### src/rtl/rtlola_verdict_collector_if.sv
// rtlola_verdict_collector_if: show-ahead record stream from the verdict collector to a host/logger.
interface rtlola_verdict_collector_if #(parameter int DATA_W = 64, parameter int TS_W = 32);
   logic                     rec_valid;
   logic                     rec_ready;
   logic        [TS_W-1:0]   rec_ts;
   logic        [1:0]        rec_mask;
   logic signed [DATA_W-1:0] rec_data_0;
   logic signed [DATA_W-1:0] rec_data_1;
   modport master (output rec_valid, rec_ts, rec_mask, rec_data_0, rec_data_1, input rec_ready);
   modport slave  (input rec_valid, rec_ts, rec_mask, rec_data_0, rec_data_1, output rec_ready);
endinterface

### src/rtl/rtlola_verdict_collector.sv
// rtlola_verdict_collector: timestamps active monitor output cycles and buffers them in a show-ahead FIFO.
// Define COLLECTOR_DROP_CNT_EN to build the saturating dropped-record counter; otherwise dropped_cnt is 0.
module rtlola_verdict_collector #(
   parameter int DATA_W = 64,
   parameter int TS_W   = 32,
   parameter int DEPTH  = 16
) (
   input  logic                     clk,
   input  logic                     rst,
   input  logic                     en,
   input  logic signed [DATA_W-1:0] output_0,
   input  logic                     output_0_aktv,
   input  logic signed [DATA_W-1:0] output_1,
   input  logic                     output_1_aktv,
   rtlola_verdict_collector_if.master rec,
   output logic                     overflow,
   input  logic                     ovf_clr,
   output logic [15:0]              dropped_cnt
);
   localparam int AW = $clog2(DEPTH);
   localparam int RW = TS_W + 2 + 2 * DATA_W;
   logic [RW-1:0] mem [DEPTH];
   logic [AW-1:0] wr_ptr, rd_ptr;
   logic [AW:0]   cnt;
   logic [TS_W-1:0] ts;
   logic push_req, pop, full, push, drop;
   logic [RW-1:0] head;
   assign rec.rec_valid = cnt != '0;
   always_comb begin
      push_req = en & (output_0_aktv | output_1_aktv);
      full     = cnt == (AW+1)'(DEPTH);
      pop      = rec.rec_valid & rec.rec_ready;
      push     = push_req & (!full | pop);
      drop     = push_req & full & !pop;
      head     = rec.rec_valid ? mem[rd_ptr] : '0;
   end
   assign {rec.rec_ts, rec.rec_mask, rec.rec_data_1, rec.rec_data_0} = head;
   always_ff @(posedge clk)
      if (push)
         mem[wr_ptr] <= {ts, output_1_aktv, output_0_aktv,
                         output_1_aktv ? output_1 : '0, output_0_aktv ? output_0 : '0};
   always_ff @(posedge clk or posedge rst)
      if (rst) begin
         ts       <= '0;
         wr_ptr   <= '0;
         rd_ptr   <= '0;
         cnt      <= '0;
         overflow <= 1'b0;
      end else begin
         if (en) ts <= ts + TS_W'(1);
         if (push) wr_ptr <= wr_ptr + AW'(1);
         if (pop) rd_ptr <= rd_ptr + AW'(1);
         cnt      <= cnt + (AW+1)'(push) - (AW+1)'(pop);
         overflow <= drop | (overflow & !ovf_clr);
      end
`ifdef COLLECTOR_DROP_CNT_EN
   // a drop in the same cycle as a clear restarts the count at one
   always_ff @(posedge clk or posedge rst)
      if (rst) dropped_cnt <= '0;
      else if (drop) dropped_cnt <= ovf_clr ? 16'd1 : dropped_cnt + 16'(dropped_cnt != 16'hFFFF);
      else if (ovf_clr) dropped_cnt <= '0;
`else
   assign dropped_cnt = '0;
`endif
endmodule

### src/flat_wrapper.sv
// flat-port wrapper written by rule: the top's interface ports become plain ports
module rtlola_verdict_collector_flat 
#(
   parameter int DATA_W = 64,
   parameter int TS_W   = 32,
   parameter int DEPTH  = 16
)
  (clk, rst, en, output_0, output_0_aktv, output_1, output_1_aktv, overflow, ovf_clr, dropped_cnt, rec_rec_valid, rec_rec_ts, rec_rec_mask, rec_rec_data_0, rec_rec_data_1, rec_rec_ready);
  rtlola_verdict_collector_if #(.DATA_W(DATA_W), .TS_W(TS_W)) rec_i ();
  input  logic clk;
  input  logic rst;
  input  logic en;
  input  logic signed [DATA_W-1:0] output_0;
  input  logic output_0_aktv;
  input  logic signed [DATA_W-1:0] output_1;
  input  logic output_1_aktv;
  output logic overflow;
  input  logic ovf_clr;
  output logic [15:0] dropped_cnt;
  output wire logic [$bits(rec_i.rec_valid)-1:0] rec_rec_valid;
  output wire logic [$bits(rec_i.rec_ts)-1:0] rec_rec_ts;
  output wire logic [$bits(rec_i.rec_mask)-1:0] rec_rec_mask;
  output wire logic [$bits(rec_i.rec_data_0)-1:0] rec_rec_data_0;
  output wire logic [$bits(rec_i.rec_data_1)-1:0] rec_rec_data_1;
  input wire logic [$bits(rec_i.rec_ready)-1:0] rec_rec_ready;
  assign rec_rec_valid = rec_i.rec_valid;
  assign rec_rec_ts = rec_i.rec_ts;
  assign rec_rec_mask = rec_i.rec_mask;
  assign rec_rec_data_0 = rec_i.rec_data_0;
  assign rec_rec_data_1 = rec_i.rec_data_1;
  assign rec_i.rec_ready = rec_rec_ready;
  rtlola_verdict_collector #(.DATA_W(DATA_W), .TS_W(TS_W), .DEPTH(DEPTH)) u_core (.clk(clk), .rst(rst), .en(en), .output_0(output_0), .output_0_aktv(output_0_aktv), .output_1(output_1), .output_1_aktv(output_1_aktv), .rec(rec_i), .overflow(overflow), .ovf_clr(ovf_clr), .dropped_cnt(dropped_cnt));
endmodule
### config.mk
export PLATFORM = sky130hd
export DESIGN_NAME = rtlola_verdict_collector_flat
export DESIGN_NICKNAME = d
export VERILOG_FILES = /design/src/rtl/rtlola_verdict_collector_if.sv /design/src/rtl/rtlola_verdict_collector.sv /design/src/flat_wrapper.sv
export SDC_FILE = /design/constraint.sdc
export NUM_CORES = 2
export LEC_CHECK = 0
export CORE_MARGIN = 4
export CORE_UTILIZATION = 45
export CTS_BUF_LIST = sky130_fd_sc_hd__clkbuf_4 sky130_fd_sc_hd__clkbuf_8 sky130_fd_sc_hd__clkbuf_16
export CTS_CLUSTER_SIZE = 14
export DETAILED_ROUTE_END_ITERATION = 10
export GPL_TIMING_DRIVEN = 1
export SETUP_SLACK_MARGIN = 0.5
export SKIP_LAST_GASP = 1
export SYNTH_ARGS = -nofsm -noshare
export SYNTH_HDL_FRONTEND = slang
export SYNTH_SLANG_ARGS = --single-unit
export TNS_END_PERCENT = 1
### constraint.sdc
create_clock -name clk -period 21.6 [get_ports clk]
set_input_delay 5.4 -clock clk [delete_from_list [all_inputs] [get_ports clk]]
set_output_delay 5.4 -clock clk [all_outputs]
set_load 0.005 [all_outputs]
# Word-level counts from Yosys, hierarchy flattened
# Memories as Yosys holds them, arrays and structs flattened.
# Cells that the tools add are included.
# word_totals
ff_bits	46
ram_bits	2592
inputBits	135
out_inout_bits	180
wordCells	30
mem_count	1
# op_classes
n_addsub	5
n_eq_ne	1
n_mux	5
bitwise	9
reduce_logical	4
# memory_table
memory	depth	width	rd	rd_ports_with_merged_regs	wr	line_no	rtl
u_core.mem	16	162	1	0	1	rtlola_verdict_collector.sv:22	logic [RW-1:0] mem [DEPTH];
# op_table
op	count
$mux 162	1
$mux 64	2
$add 32x1->32 const B	1
$add 4x1->4 const B	2
$and 1x1->1	6
$add 5x1->5	1
$eq 5x5->1 const B	1
$reduce_bool 5->1	1
$sub 5x1->5	1
$logic_not 1->1	3
$or 1x1->1	3
$mux 1	2

# Depth between registers and ports, before layout
# depth
word_depth	6
ltp_mapped	14
depth_no_buf	13

# Worst setup path after synthesis
# Ideal clock, no wire load.
# synth_timing
path_kind	input port to flip-flop
from	input output_0_aktv
to	memory u_core.mem[3][0] in the netlist's numbering, enable pin
setup_ns	1.080
arrival_time_ns	20.926
required_ns	20.520
slack_ns	-0.406
path_stages	3
path_buffers	0
cell_sequence	o21ai_0 nand2b_1 nor4_1
# synth_between
elab_chain_cells	5
# synth_lines
element	line_no	rtl
from (decl)	flat_wrapper.sv:14	input logic output_0_aktv;
$or 1x1->1	rtlola_verdict_collector.sv:30	push_req = en & (output_0_aktv | output_1_aktv);
$and 1x1->1	rtlola_verdict_collector.sv:30	
$and 1x1->1	rtlola_verdict_collector.sv:33	push = push_req & (!full | pop);
$mux 1	rtlola_verdict_collector.sv:39	if (push)
$mux 1	rtlola_verdict_collector.sv:41	output_1_aktv ? output_1 : '0, output_0_aktv ? output_0 : '0};
to (decl)	rtlola_verdict_collector.sv:22	
# Every way passes these cells.

# Worst setup path after layout
# layout_timing
from	register u_core.rd_ptr[1]
to	output rec_rec_data_0[14]
# layout_between
elab_chain_cells	2
# layout_lines
element	line_no	rtl
from (decl)	rtlola_verdict_collector.sv:23	logic [AW-1:0] wr_ptr, rd_ptr;
from (signal assigned)	rtlola_verdict_collector.sv:52	if (pop) rd_ptr <= rd_ptr + AW'(1);
$mem_v2 16x162	-	
$mux 162	rtlola_verdict_collector.sv:35	head = rec.rec_valid ? mem[rd_ptr] : '0;
to (decl)	flat_wrapper.sv:23	output wire logic [$bits(rec_i.rec_data_0)-1:0] rec_rec_data_0;
# Every way passes these cells.

==> metrics <==
run status=finished clean; fin util=52.4%; Final Slew Violations=0; Hold Path Sink=u_core.rd_ptr[0]$_DFFE_PP0P_; kind of end point of the critical path=primary output; Syn Std Cell Area=101000 sq um; cell area power density=133 nW/um^2; CTS buffer count=290; Final Hold Vio Count=0; initial antenna violation count=21; hold path depth=1; Startpoint Class=flop; Max-Cap Viols=0; area delta synth->final=15.6%; GPL Wtd Cong=0.698; area of the multi-input gates=20900 sq um; Tot GR Track Use=20.2%; largest net degree at the start of global routing=152; Slew HR=23.2%; final setup vio count=0; YS warnings=0; Reg power frac=40.2%; first-pass GRT wire length=339 mm; HP Start=u_core.rd_ptr[0]$_DFFE_PP0P_; Via density=5.81; initial core utilization=45.3%; Avg Synthesized Cell Area=23.3 sq um; Vias=46200; I/O pin count=315; post-synth top area share=77.1%; NetSw=4.40 mW; Tmin final=11.72 ns; fin crit share=54.3%; depth of the CTS H-tree=5; Core Area=223000 sq um; worst reg2reg endpoint=u_core.mem[14][73]$_DFFE_PP_; most instantiated cells after synthesis=2592 x edfxtp_1, 648 x mux4_2, 324 x mux2i_1, 163 x o22ai_1, 132 x and2_1; peak supply drop=0.117 mV; DIE AREA=232000 sq um; number of flops mapped to enable cells by yosys=2592; Reg2Reg Setup Slack=17.10 ns; post-route antenna net violation count=0; Detail Placement HPWL=110 mm; CTS Hold Bufs=0; R2R Path Start=u_core.cnt[3]$_DFF_PP0_; share of post-route cells with drive strength above 1=24.3%; DIE HEIGHT=482 um; Root Buffer=clkbuf_16; First-pass DRT Iterations=5; CP max FO=105; Sw Share=28.4%; Sinks on Clock Net=2638; RSZ-0062 raised after global routing=false; Worst EP required=16.20 ns; Fillers=17000; synth unique cells=43; Worst Reg-to-Reg Cells=10; grt ovf=0; vias in the first global route=48600; Seq/Total Area, Yosys=78.2%; initial drt markers=4240; count leader, synth=edfxtp_1; Clk pwr share=31.0%; Reg area=79000 sq um; Async SR Flop Fraction=1.74%; Final Power=15.5 mW; row count=173; P_leak=37.7 nW; Worst-path clk slew=0.06 ns; CTS tree=done; post-CTS setup buffers=0; Fmax=0.0853 GHz; Final nets=4912; drt wl/cell=29.4 um; Worst-Skew Late Latency=0.92 ns; Worst EP arrival=6.32 ns; post-synthesis register bit count=2638; Comb pwr share=28.8%; WS Path Type=reg2out; Synth area leader=edfxtp_1; DRC=0; Synth area leaders=edfxtp_1 77%, mux4_2 14%, mux2i_1 3.2%; routed wire length=234 mm; Slew @ Worst Pin=1.15 ns; Setup Skew=0.0572 ns; clock buffer depth=4; ys flop type=edfxtp_1; cts repair resizes=0; die width=482 um; Cells after Synth=4326; P_int=11.1 mW; HP Class=reg2reg; Port Buffers=298
## registers in the layout, indices dropped and copies added, names as in the netlist
| register | flops |
|---|---|
| u_core.rd_ptr | 4 |
| u_core.ts | 32 |
| u_core.wr_ptr | 4 |
| u_core.overflow | 1 |
| u_core.mem | 2592 |
| u_core.cnt | 5 |
## layout make-up
cell class / instances / share of cell area, %
Inverter: 24 / 0.0771
Timing Repair Buffer: 383 / 3.24
Multi-Input combinational cell: 1427 / 17.9
Antenna cell: 12 / 0.0257
Clock inverter: 139 / 1.15
Clock buffer: 356 / 6.74
Tap cell: 2975 / 3.19
Sequential cell: 2638 / 67.6
## kinds of logic after synthesis
| kind of cell | synth area share (%) |
|---|---|
| DFF | 78.2 |
| muxes | 17.7 |
| adders and majority gates | 0.168 |
| other | 0.00371 |
| AOI/OAI and AO/OA | 1.04 |
| and+or+nand+nor | 1.31 |
| buffers and inverters | 1.22 |
| xor gates and xnor gates | 0.356 |
## worst max-delay path by stage
stage,start,endpoint,depth (start not counted)
after floorplan,output_0_aktv,u_core.mem[3][0]$_DFFE_PP_,3
after global placement,u_core.rd_ptr[1]$_DFFE_PP0P_,rec_rec_data_0[48],8
after detailed placement,u_core.rd_ptr[1]$_DFFE_PP0P_,rec_rec_data_0[48],8
after CTS,u_core.rd_ptr[1]$_DFFE_PP0P_,rec_rec_data_0[48],8
after global routing,u_core.rd_ptr[1]$_DFFE_PP0P_,rec_rec_data_0[14],8
final,u_core.rd_ptr[1]$_DFFE_PP0P_,rec_rec_data_0[14],8
## layer usage
| layer | GRT usage (%) | routed length (um) | vias up |
|---|---|---|---|
| li1 | - | - | 19200 |
| met5 | 0 | 23 | - |
| met3 | 3.74 | 14400 | 334 |
| met2 | 32.3 | 113000 | 1451 |
| met4 | 5.66 | 5600 | 4 |
| met1 | 28.8 | 101000 | 25200 |
## per-stage QoR
stage	instance area (sq um)	hold WS, ns	setup slack, ns	TNS (ns)	cells
final	117000	0.603	9.88	0	7954
after global placement	108000	0.591	10.44	0	7447
after CTS	117000	0.609	9.42	0	7942
after global routing	117000	0.644	9.10	0	7948
after detailed placement	108000	0.598	10.42	0	7447
after floorplan	101000	0.499	-0.406	-262.78	4341
## placed cells by master (no fill, tap or decap), drive strengths merged, types with 16 or more instances in the layout
master	count
edfxtp	2592
mux4	648
clkbuf	356
mux2i	324
clkdlybuf4s50	296
o22ai	163
and2	133
clkinv	104
buf	87
dfrtp	46
bufinv	27
inv	27
xor2	26
conb	16
## worst max-delay path, cell delays in order (launching register included)
cell,delay [ns]
dfrtp_4,0.77
buf_4,0.75
buf_12,0.70
buf_4,0.84
buf_4,0.80
mux4_2,0.60
mux2i_1,0.18
o22ai_1,0.18
clkdlybuf4s50_1,0.54
## power by group through the flow
| stage | Clock, mW | Sequential [mW] | Combinational (mW) |
|---|---|---|---|
| 2_1_floorplan | 0 | 6.33 | 2.83 |
| 3_3_place_gp | 0 | 6.31 | 4.56 |
| 3_5_place_dp | 0 | 6.33 | 4.57 |
| 4_1_cts | 4.90 | 6.23 | 4.58 |
| 5_1_grt | 5.13 | 6.25 | 4.79 |
| 6_report | 4.80 | 6.22 | 4.46 |
(Power assumes the default switching activity.)
